**config.mk**
```make
export PLATFORM = sky130hd
export DESIGN_NAME = pauli_frame_corrector_flat
export DESIGN_NICKNAME = d
export VERILOG_FILES = /design/src/rtl/qt_pkg.sv /design/src/rtl/pauli_frame_corrector_if.sv /design/src/rtl/qt_frame_bank.sv /design/src/rtl/pauli_frame_corrector.sv /design/src/flat_wrapper.sv
export SDC_FILE = /design/constraint.sdc
export NUM_CORES = 1
export LEC_CHECK = 0
export CAP_MARGIN = 20
export CELL_PAD_IN_SITES_DETAIL_PLACEMENT = 2
export CELL_PAD_IN_SITES_GLOBAL_PLACEMENT = 2
export CORE_MARGIN = 2
export CORE_UTILIZATION = 29
export CTS_CLUSTER_DIAMETER = 80
export DETAILED_ROUTE_END_ITERATION = 16
export GPL_TIMING_DRIVEN = 0
export MAX_ROUTING_LAYER = met4
export PLACE_DENSITY = 0.82
export SYNTH_ARGS = -nofsm -noshare
export SYNTH_HDL_FRONTEND = slang
export SYNTH_SLANG_ARGS = --single-unit
```
**constraint.sdc**
```tcl
create_clock -name clk -period 1.8 [get_ports clk]
set_input_delay 0.27 -clock clk [delete_from_list [all_inputs] [get_ports clk]]
set_output_delay 0.27 -clock clk [all_outputs]
set_load 0.02 [all_outputs]
```
**src/rtl/qt_pkg.sv**
```systemverilog
// rtl/qt_pkg.sv - shared Pauli encodings, FSM state enum and index-width helper
package qt_pkg;

  // Net correction on one qubit; bit0 = X, bit1 = Z, global phase dropped
  typedef enum logic [1:0] {
    P_I  = 2'b00,
    P_X  = 2'b01,
    P_Z  = 2'b10,
    P_XZ = 2'b11
  } pauli_t;

  typedef enum logic [1:0] {
    S_IDLE = 2'd0,
    S_SCAN = 2'd1,
    S_EMIT = 2'd2,
    S_DONE = 2'd3
  } fsm_state_t;

  // A single tracked qubit still needs a one-bit index
  function automatic int qidx_width(input int n);
    return (n > 1) ? $clog2(n) : 1;
  endfunction

endpackage

```
**src/rtl/pauli_frame_corrector_if.sv**
```systemverilog
// rtl/pauli_frame_corrector_if.sv - measurement-in and correction-out handshakes
interface pauli_frame_corrector_if #(
  parameter int QIDX_W = 2
);
  import qt_pkg::*;

  logic              meas_valid;
  logic              meas_ready;
  logic [QIDX_W-1:0] meas_qidx;
  logic [1:0]        meas_bits;

  logic              out_valid;
  logic              out_ready;
  logic [QIDX_W-1:0] out_qidx;
  pauli_t            out_pauli;

  modport master (
    output meas_valid, meas_qidx, meas_bits, out_ready,
    input  meas_ready, out_valid, out_qidx, out_pauli
  );

  modport slave (
    input  meas_valid, meas_qidx, meas_bits, out_ready,
    output meas_ready, out_valid, out_qidx, out_pauli
  );

endinterface

```
**src/rtl/qt_frame_bank.sv**
```systemverilog
// rtl/qt_frame_bank.sv - per-qubit X/Z frame storage with XOR-update and clear ports
module qt_frame_bank
  import qt_pkg::*;
#(
  parameter int NUM_QUBITS = 4,
  parameter int QIDX_W     = qidx_width(NUM_QUBITS)
) (
  input  logic              clk,
  input  logic              rst_n,
  input  logic              xor_en,
  input  logic [QIDX_W-1:0] xor_idx,
  input  logic [1:0]        xor_bits,
  input  logic              clr_en,
  input  logic [QIDX_W-1:0] clr_idx,
  input  logic [QIDX_W-1:0] rd_idx,
  output pauli_t            rd_bits
);

  pauli_t frame [NUM_QUBITS];

  // Update each entry by matching its own index, so indices past NUM_QUBITS touch nothing
  always_ff @(posedge clk or negedge rst_n) begin
    if (!rst_n) begin
      for (int i = 0; i < NUM_QUBITS; i++) frame[i] <= P_I;
    end else begin
      for (int i = 0; i < NUM_QUBITS; i++) begin
        if (clr_en && int'(clr_idx) == i)
          frame[i] <= P_I;
        else if (xor_en && int'(xor_idx) == i)
          frame[i] <= pauli_t'(frame[i] ^ xor_bits);
      end
    end
  end

  // Read mux; an out-of-range index reads as identity
  always_comb begin
    rd_bits = P_I;
    for (int i = 0; i < NUM_QUBITS; i++) begin
      if (int'(rd_idx) == i) rd_bits = frame[i];
    end
  end

endmodule

```
**src/rtl/pauli_frame_corrector.sv**
```systemverilog
// rtl/pauli_frame_corrector.sv - accumulates teleportation corrections and flushes them per qubit
module pauli_frame_corrector
  import qt_pkg::*;
#(
  parameter int NUM_QUBITS    = 4,
  parameter int SKIP_IDENTITY = 1,
  parameter int CNT_W         = 16
) (
  input  logic                   clk,
  input  logic                   rst_n,
  pauli_frame_corrector_if.slave bus,
  input  logic                   flush_req,
  output logic                   flush_done,
  output logic [CNT_W-1:0]       corr_count,
  output logic                   idx_err
);

  localparam int QIDX_W = qidx_width(NUM_QUBITS);

  localparam logic [1:0] IDLE = 2'(S_IDLE);
  localparam logic [1:0] SCAN = 2'(S_SCAN);
  localparam logic [1:0] EMIT = 2'(S_EMIT);
  localparam logic [1:0] DONE = 2'(S_DONE);

  localparam logic [QIDX_W-1:0] LAST_IDX = QIDX_W'(NUM_QUBITS - 1);

  logic [1:0]        state;
  logic [1:0]        state_nxt;
  logic [QIDX_W-1:0] idx;
  logic [QIDX_W-1:0] idx_nxt;
  logic              meas_fire;
  logic              meas_in_range;
  logic              emit_fire;
  pauli_t            rd_bits;

  assign meas_fire     = bus.meas_valid && (state == IDLE);
  assign meas_in_range = int'(bus.meas_qidx) < NUM_QUBITS;
  assign emit_fire     = (state == EMIT) && bus.out_ready;

  qt_frame_bank #(
    .NUM_QUBITS (NUM_QUBITS),
    .QIDX_W     (QIDX_W)
  ) u_frame_bank (
    .clk      (clk),
    .rst_n    (rst_n),
    .xor_en   (meas_fire && meas_in_range),
    .xor_idx  (bus.meas_qidx),
    .xor_bits (bus.meas_bits),
    .clr_en   (emit_fire),
    .clr_idx  (idx),
    .rd_idx   (idx),
    .rd_bits  (rd_bits)
  );

  // Next-state: walk the frame one qubit per SCAN cycle, stalling in EMIT until accepted
  always_comb begin
    state_nxt = state;
    idx_nxt   = idx;
    case (state)
      IDLE: begin
        if (flush_req) begin
          state_nxt = SCAN;
          idx_nxt   = '0;
        end
      end
      SCAN: begin
        if (rd_bits != P_I || SKIP_IDENTITY == 0)
          state_nxt = EMIT;
        else if (idx == LAST_IDX)
          state_nxt = DONE;
        else
          idx_nxt = idx + 1'b1;
      end
      EMIT: begin
        if (bus.out_ready) begin
          if (idx == LAST_IDX) begin
            state_nxt = DONE;
          end else begin
            state_nxt = SCAN;
            idx_nxt   = idx + 1'b1;
          end
        end
      end
      DONE:    state_nxt = IDLE;
      default: state_nxt = IDLE;
    endcase
  end

  // State, scan index, saturating correction counter and sticky index error
  always_ff @(posedge clk or negedge rst_n) begin
    if (!rst_n) begin
      state      <= IDLE;
      idx        <= '0;
      corr_count <= '0;
      idx_err    <= 1'b0;
    end else begin
      state <= state_nxt;
      idx   <= idx_nxt;
      if (emit_fire && rd_bits != P_I && corr_count != {CNT_W{1'b1}})
        corr_count <= corr_count + 1'b1;
      if (meas_fire && !meas_in_range)
        idx_err <= 1'b1;
    end
  end

  assign bus.meas_ready = (state == IDLE);
  assign bus.out_valid  = (state == EMIT);
  assign bus.out_qidx   = (state == EMIT) ? idx : '0;
  assign bus.out_pauli  = (state == EMIT) ? rd_bits : P_I;
  assign flush_done     = (state == DONE);

endmodule

```
**src/flat_wrapper.sv**
```systemverilog
// flat-port wrapper written by rule: the top's interface ports become plain ports
module pauli_frame_corrector_flat import qt_pkg::*;
#(
  parameter int NUM_QUBITS    = 4,
  parameter int SKIP_IDENTITY = 1,
  parameter int CNT_W         = 16
)
  (clk, rst_n, flush_req, flush_done, corr_count, idx_err, bus_meas_valid, bus_meas_qidx, bus_meas_bits, bus_out_ready, bus_meas_ready, bus_out_valid, bus_out_qidx, bus_out_pauli);
  pauli_frame_corrector_if #(.QIDX_W(2)) bus_i ();
  input  logic clk;
  input  logic rst_n;
  input  logic flush_req;
  output logic flush_done;
  output logic [CNT_W-1:0] corr_count;
  output logic idx_err;
  input wire logic [$bits(bus_i.meas_valid)-1:0] bus_meas_valid;
  input wire logic [$bits(bus_i.meas_qidx)-1:0] bus_meas_qidx;
  input wire logic [$bits(bus_i.meas_bits)-1:0] bus_meas_bits;
  input wire logic [$bits(bus_i.out_ready)-1:0] bus_out_ready;
  output wire logic [$bits(bus_i.meas_ready)-1:0] bus_meas_ready;
  output wire logic [$bits(bus_i.out_valid)-1:0] bus_out_valid;
  output wire logic [$bits(bus_i.out_qidx)-1:0] bus_out_qidx;
  output wire logic [$bits(bus_i.out_pauli)-1:0] bus_out_pauli;
  assign bus_i.meas_valid = bus_meas_valid;
  assign bus_i.meas_qidx = bus_meas_qidx;
  assign bus_i.meas_bits = bus_meas_bits;
  assign bus_i.out_ready = bus_out_ready;
  assign bus_meas_ready = bus_i.meas_ready;
  assign bus_out_valid = bus_i.out_valid;
  assign bus_out_qidx = bus_i.out_qidx;
  assign bus_out_pauli = bus_i.out_pauli;
  pauli_frame_corrector #(.NUM_QUBITS(NUM_QUBITS), .SKIP_IDENTITY(SKIP_IDENTITY), .CNT_W(CNT_W)) u_core (.clk(clk), .rst_n(rst_n), .bus(bus_i), .flush_req(flush_req), .flush_done(flush_done), .corr_count(corr_count), .idx_err(idx_err));
endmodule
```
# Word-level counts from Yosys, hierarchy flattened
# Cells that the tools add are included.
[totals]
ram_bits = 0
latch_bits = 0
elab_cells = 76
romBits = 0
memories = 0
ff_bits = 28
[classes]
div_mod_pow = 0
eq_ne = 15
n_addsub = 2
muxes = 25
n_shift = 0
mul = 0
reduce_logical = 23
n_bitwise = 4
magnitude_cmp = 0
[op_table]
columns = ["cell", "n"]
rows = [
  ["$mux W2", 23],
  ["$add A16 B1 Y16 const B", 1],
  ["$ne A16 B16 Y1 const B", 1],
  ["$eq A2 B2 Y1 const B", 7],
  ["$logic_and A1 B1 Y1", 12],
  ["$reduce_bool A2 Y1", 5],
  ["$pmux W2 S4", 1],
  ["$xor A2 B2 Y2", 4],
  ["$eq A2 B1 Y1 const B", 3],
  ["$logic_not A2 Y1", 3],
  ["$ne A2 B2 Y1 const B", 3],
  ["$pmux W2 S3", 1],
  ["$reduce_and A4 Y1", 1],
  ["$ne A3 B1 Y1 const B", 1],
  ["$reduce_and A3 Y1", 1],
  ["$reduce_bool A3 Y1", 1],
  ["$add A2 B1 Y2 const B", 1],
]

# Longest topological paths before layout
[logic_depth]
word_depth = 8
depth_mapped = 8
depth_no_buf = 7

# Hierarchy
# From an unflattened synthesis, not the netlist that was laid out.
[unflattened]
cells_unflattened = 149
hier_area_um2 = 1627.8
[by_module_without_submodules]
columns = ["module", "cells_per_inst", "seq_area_each_um2", "area_each_um2", "n_inst"]
rows = [
  ["pauli_frame_corrector", 111, 500.5, 1181.1, 1],
  ["qt_frame_bank", 38, 200.2, 446.7, 1],
]

# Worst setup path before layout
# No wires, ideal clock.
[synth_timing]
path_kind = "register to register"
startpoint = "reg u_core.idx[1]"
endpoint = "reg u_core.corr_count[1]"
slack_ps = -188
n_path_buf = 0
setup_ps = 128
stages_incl_launch_ff = 8
t_arrival_ps = 1860
cell_sequence = "dfrtp_1 > inv_1 > ha_1 > nand3b_1 > a221oi_2 > o21ai_0 > a21oi_2 > mux2_1"
[synth_between]
elab_chain_cells = 8
elab_cells_between_ends = 11
[synth_lines]
columns = ["element", "line_no", "source"]
rows = [
  ["from (decl)", "pauli_frame_corrector.sv:29", "logic [QIDX_W-1:0] idx;"],
  ["from (signal assigned)", "pauli_frame_corrector.sv:98", "idx <= idx_nxt;"],
  ["$logic_not A2 Y1", "qt_frame_bank.sv:39", "if (int'(rd_idx) == i) rd_bits = frame[i];"],
  ["$mux W2 (3 in series)", "qt_frame_bank.sv:39", ""],
  ["$mux W2 *", "qt_frame_bank.sv:39", ""],
  ["$reduce_bool A2 Y1 *", "pauli_frame_corrector.sv:99", "if (emit_fire && rd_bits != P_I && corr_count != {CNT_W{1'b1}})"],
  ["$logic_and A1 B1 Y1 * (2 in series)", "pauli_frame_corrector.sv:99", ""],
  ["to (signal assigned)", "pauli_frame_corrector.sv:100", "corr_count <= corr_count + 1'b1;"],
  ["to (decl)", "pauli_frame_corrector.sv:14", "output logic [CNT_W-1:0] corr_count,"],
]
# Every way passes the cells marked *; elsewhere a longest branch is shown, timed or not.
# A chain may end at the register's enable or synchronous reset.

# Worst setup path after layout
[layout_timing]
startpoint = "reg u_core.idx[0]"
endpoint = "reg u_core.state[0]"
[layout_between]
elab_chain_cells = 8
elab_cells_between_ends = 14
[layout_lines]
columns = ["element", "line_no", "source"]
rows = [
  ["$logic_not A2 Y1", "qt_frame_bank.sv:39", ""],
  ["$mux W2 (4 in series)", "qt_frame_bank.sv:39", ""],
  ["$reduce_bool A2 Y1", "pauli_frame_corrector.sv:67", "if (rd_bits != P_I || SKIP_IDENTITY == 0)"],
  ["$mux W2 or $ne A3 B1 Y1 (tied branches)", "--", ""],
  ["$pmux W2 S4 or $reduce_and A3 Y1 (tied branches)", "--", ""],
  ["to (signal assigned)", "pauli_frame_corrector.sv:97", "state <= state_nxt;"],
  ["to (decl)", "pauli_frame_corrector.sv:27", "logic [1:0] state;"],
]
# Several ways; a longest one is shown, not always the timed one.

==> metrics.cfg <==
[synth]
synth_top_area_frac = 0.4182
synth_area_leaders = dfrtp_1, xnor2_1, ha_1
synth-edff-count = 0
synthCells = 169
synth-simple-area-share = 0.2084
synth_fa_ha_area_frac = 0.07468
synthArstFlopShare = 1.000
yosys_warnings = 0
syn_nets = 188
synth.distinct_cells = 41
synth.avg_cell_area_um2 = 9.913
synth_top_cell_by_area = dfrtp_1
synth_xor_area_frac = 0.1046
ys_seq_elements = 28
synth_compound_area_frac = 0.1158
yosysSeqAreaShare = 0.4182
synth_flop_cell = dfrtp_1
synth_mux_area_frac = 0.03211
synth_top_family_by_area = simple AND/OR/NAND/NOR gates
synth.cell_area_um2 = 1675

[global_route]
grt_pass1_vias = 1653
grt_overflow_total = 0
antenna_found_initial = 0
grt_max_degree = 20
grt_pass1_wl_um = 8625
grt_util_all_layers = 0.1794

[timing]
hold_viol = 0
relSlewSlack = 0.5947
worst_pin_slew_ps = 606.1
drv_slew = 0
period_needed_ps = 2148
setup_viol = 22
finalCritPeriodShare = 1.193
fmax_mhz = 465.5
fin_ws_ps = -348.2
fin_worst_skew_ps = 13.75
grt_setup_unrepaired = yes

[cts]
clk_pin_slew_ps = 110
cts_buffers = 3
htree_levels = 1
cts_tree = done
cts_buffer_depth = 2
root_buffer = clkbuf_8
cts.sinks = 28
hold_buffers = 0
clock_latency_ps = 290

[floorplanning]
dieArea_um2 = 6401
dieWidth_um = 80.01
core_um2 = 5540
io_pins = 33
rows = 27
die_h_um = 80.01
initial_utilization = 0.3024

[route]
vias = 1481
wl_um = 5401
ant_nets = 0
wl_per_cell_um = 18.56
vias_per_cell = 5.089
drt-initial-drc-count = 36
drc_errors = 0
first_pass_iters = 4

[pwr]
internal-power_mw = 1.942
power_density_nw_per_um2 = 1362
p_comb_frac = 0.575
p_switching_mw = 1.442
ir_drop_mv = 0.5993
power.leakage_nw = 1.028
swShare = 0.4261
clockPowerShare = 0.124
p_seq_frac = 0.300

[placement]
gp_congestion = 0.7180
portBuffers = 31
place_inst = 273
dpl.hpwl_um = 3333

[critical_path]
endpoint = u_core.state[0]
regToRegSetupSlack_ps = -350
rr_startpoint = u_core.idx[0]
worstReg2RegEnd = u_core.state[0]
cp-startpoint = u_core.idx[0]
crit_type = register to register
cp-end-kind = register
arrival_ps = 2330
crit_path_max_fanout = 5
worstPathRequired_ps = 1980
critPathLaunchType = register
ff2ff_path_depth = 9

[cells_and_area]
n_fill_cell = 599
finalNonFillerCells = 291
final_common_cell = dfrtp_1
final_util = 0.4485
final_cell_mix = dfrtp_1, clkdlybuf4s50_1, xnor2_1
area_growth_pct = 48.32
drive_above_1_share = 0.2968
antennaDiodeCount = 0
fin_nets = 239

[job]
maxCapViolations = 0

[hold_path]
hold_class = input port to asynchronous set/reset pin

[outcome]
failed_checks = setup timing
status = finished with violations

==> sequential cells by signal, indices dropped and copies added, names as in the netlist <==
register	cells
u_core.idx	2
u_core.corr_count	16
u_core.u_frame_bank.frame	8
u_core.state	2
==> stage by stage <==
stage / setup WS (ps) / hold slack [ps] / setup TNS [ps] / cell area [µm²] / total power [mW]
floorplan: -93.49 / -25.59 / -567.2 / 1705 / 1.879
global placement: -663.7 / 494.0 / -9235 / 2106 / 2.272
detailed placement: -695.5 / 509.9 / -8351 / 2133 / 2.334
CTS: -320.7 / 369.9 / -5652 / 2395 / 3.134
global route: -449.4 / 381.0 / -8208 / 2485 / 3.604
finish: -348.2 / 345.7 / -5937 / 2485 / 3.385
==> worst min-delay path by stage <==
stage / to / slack, ps / cells past startpoint
3_5_place_dp: u_core.corr_count[15] / 510 / 1
2_1_floorplan: u_core.corr_count[0] / -30 / 0
3_3_place_gp: u_core.corr_count[15] / 490 / 1
6_report: u_core.u_frame_bank.frame[4] / 350 / 1
4_1_cts: u_core.u_frame_bank.frame[4] / 370 / 1
5_1_grt: u_core.u_frame_bank.frame[4] / 380 / 1
==> final cells by class <==
type                            count  area, µm²  share of cell area
Timing Repair Buffer               46      451.7              0.1818
Buffer                              4      52.55             0.02115
Multi-Input combinational cell    129       1095              0.4406
Clock buffer                        4      55.05             0.02216
Inverter                            8      37.54             0.01511
Sequential cell                    28      703.2              0.2830
Tap cell                           72      90.09             0.03625
==> kinds of logic after synthesis <==
logic type	count (synthesis)
flip-flops	28
buffers and inverters	12
XOR/XNOR	20
AO/OA/AOI/OAI	29
other	1
AND/OR/NAND/NOR	64
multiplexers	5
adder cells (fa/ha/maj)	10
==> cell usage after synthesis, types with 2 or more instances <==
cell      instances
nor3_1            2
and3_1            2
o21ai_0           4
nand2_1          13
xor2_1            2
nor2_1           11
nand2b_1          3
a21oi_1          14
mux2i_1           2
dfrtp_1          28
and2_1            3
nor3b_1           2
xnor2_1          18
nand3_1           8
mux2_1            3
nand3b_1          2
nand4_1           9
a211oi_1          2
and2_2            2
buf_6             2
inv_1             8
ha_1             10
==> layer usage <==
| layer | wire length, µm | vias to the layer above | global-route usage |
|---|---|---|---|
| met3 | 173 | 8 | 0.01923 |
| met2 | 2939 | 37 | 0.3292 |
| met5 | 0 | - | - |
| li1 | - | 685 | - |
| met1 | 2194 | 751 | 0.2120 |
| met4 | 93 | 0 | 0.03559 |
==> timing repair <==
item / in CTS / in global routing
pin swaps: 13 / 8
gates cloned: 1 / 0
setup buffers: 9 / 4
resized for setup: 51 / 17
endpoints found under the setup margin: 27 / 26
==> worst max-delay path: stages, from the launching register on <==
cell and delay (ps):
dfrtp_2 500, ha_4 210, buf_4 140, a211oi_4 250, a211oi_4 120, buf_6 150
buf_4 140, nor4_2 250, nand2b_1 190, a21oi_1 90
==> power groups by stage <==
stage                     Combinational (mW)  Clock (mW)  Sequential [mW]
after global placement                  1.32           0            0.950
final                                   1.95       0.420             1.02
after floorplan                        0.911           0            0.968
after global routing                    2.10       0.454             1.04
after CTS                               1.73       0.417            0.985
after detailed placement                1.37           0            0.963
Power figures use the tool's default switching activity.
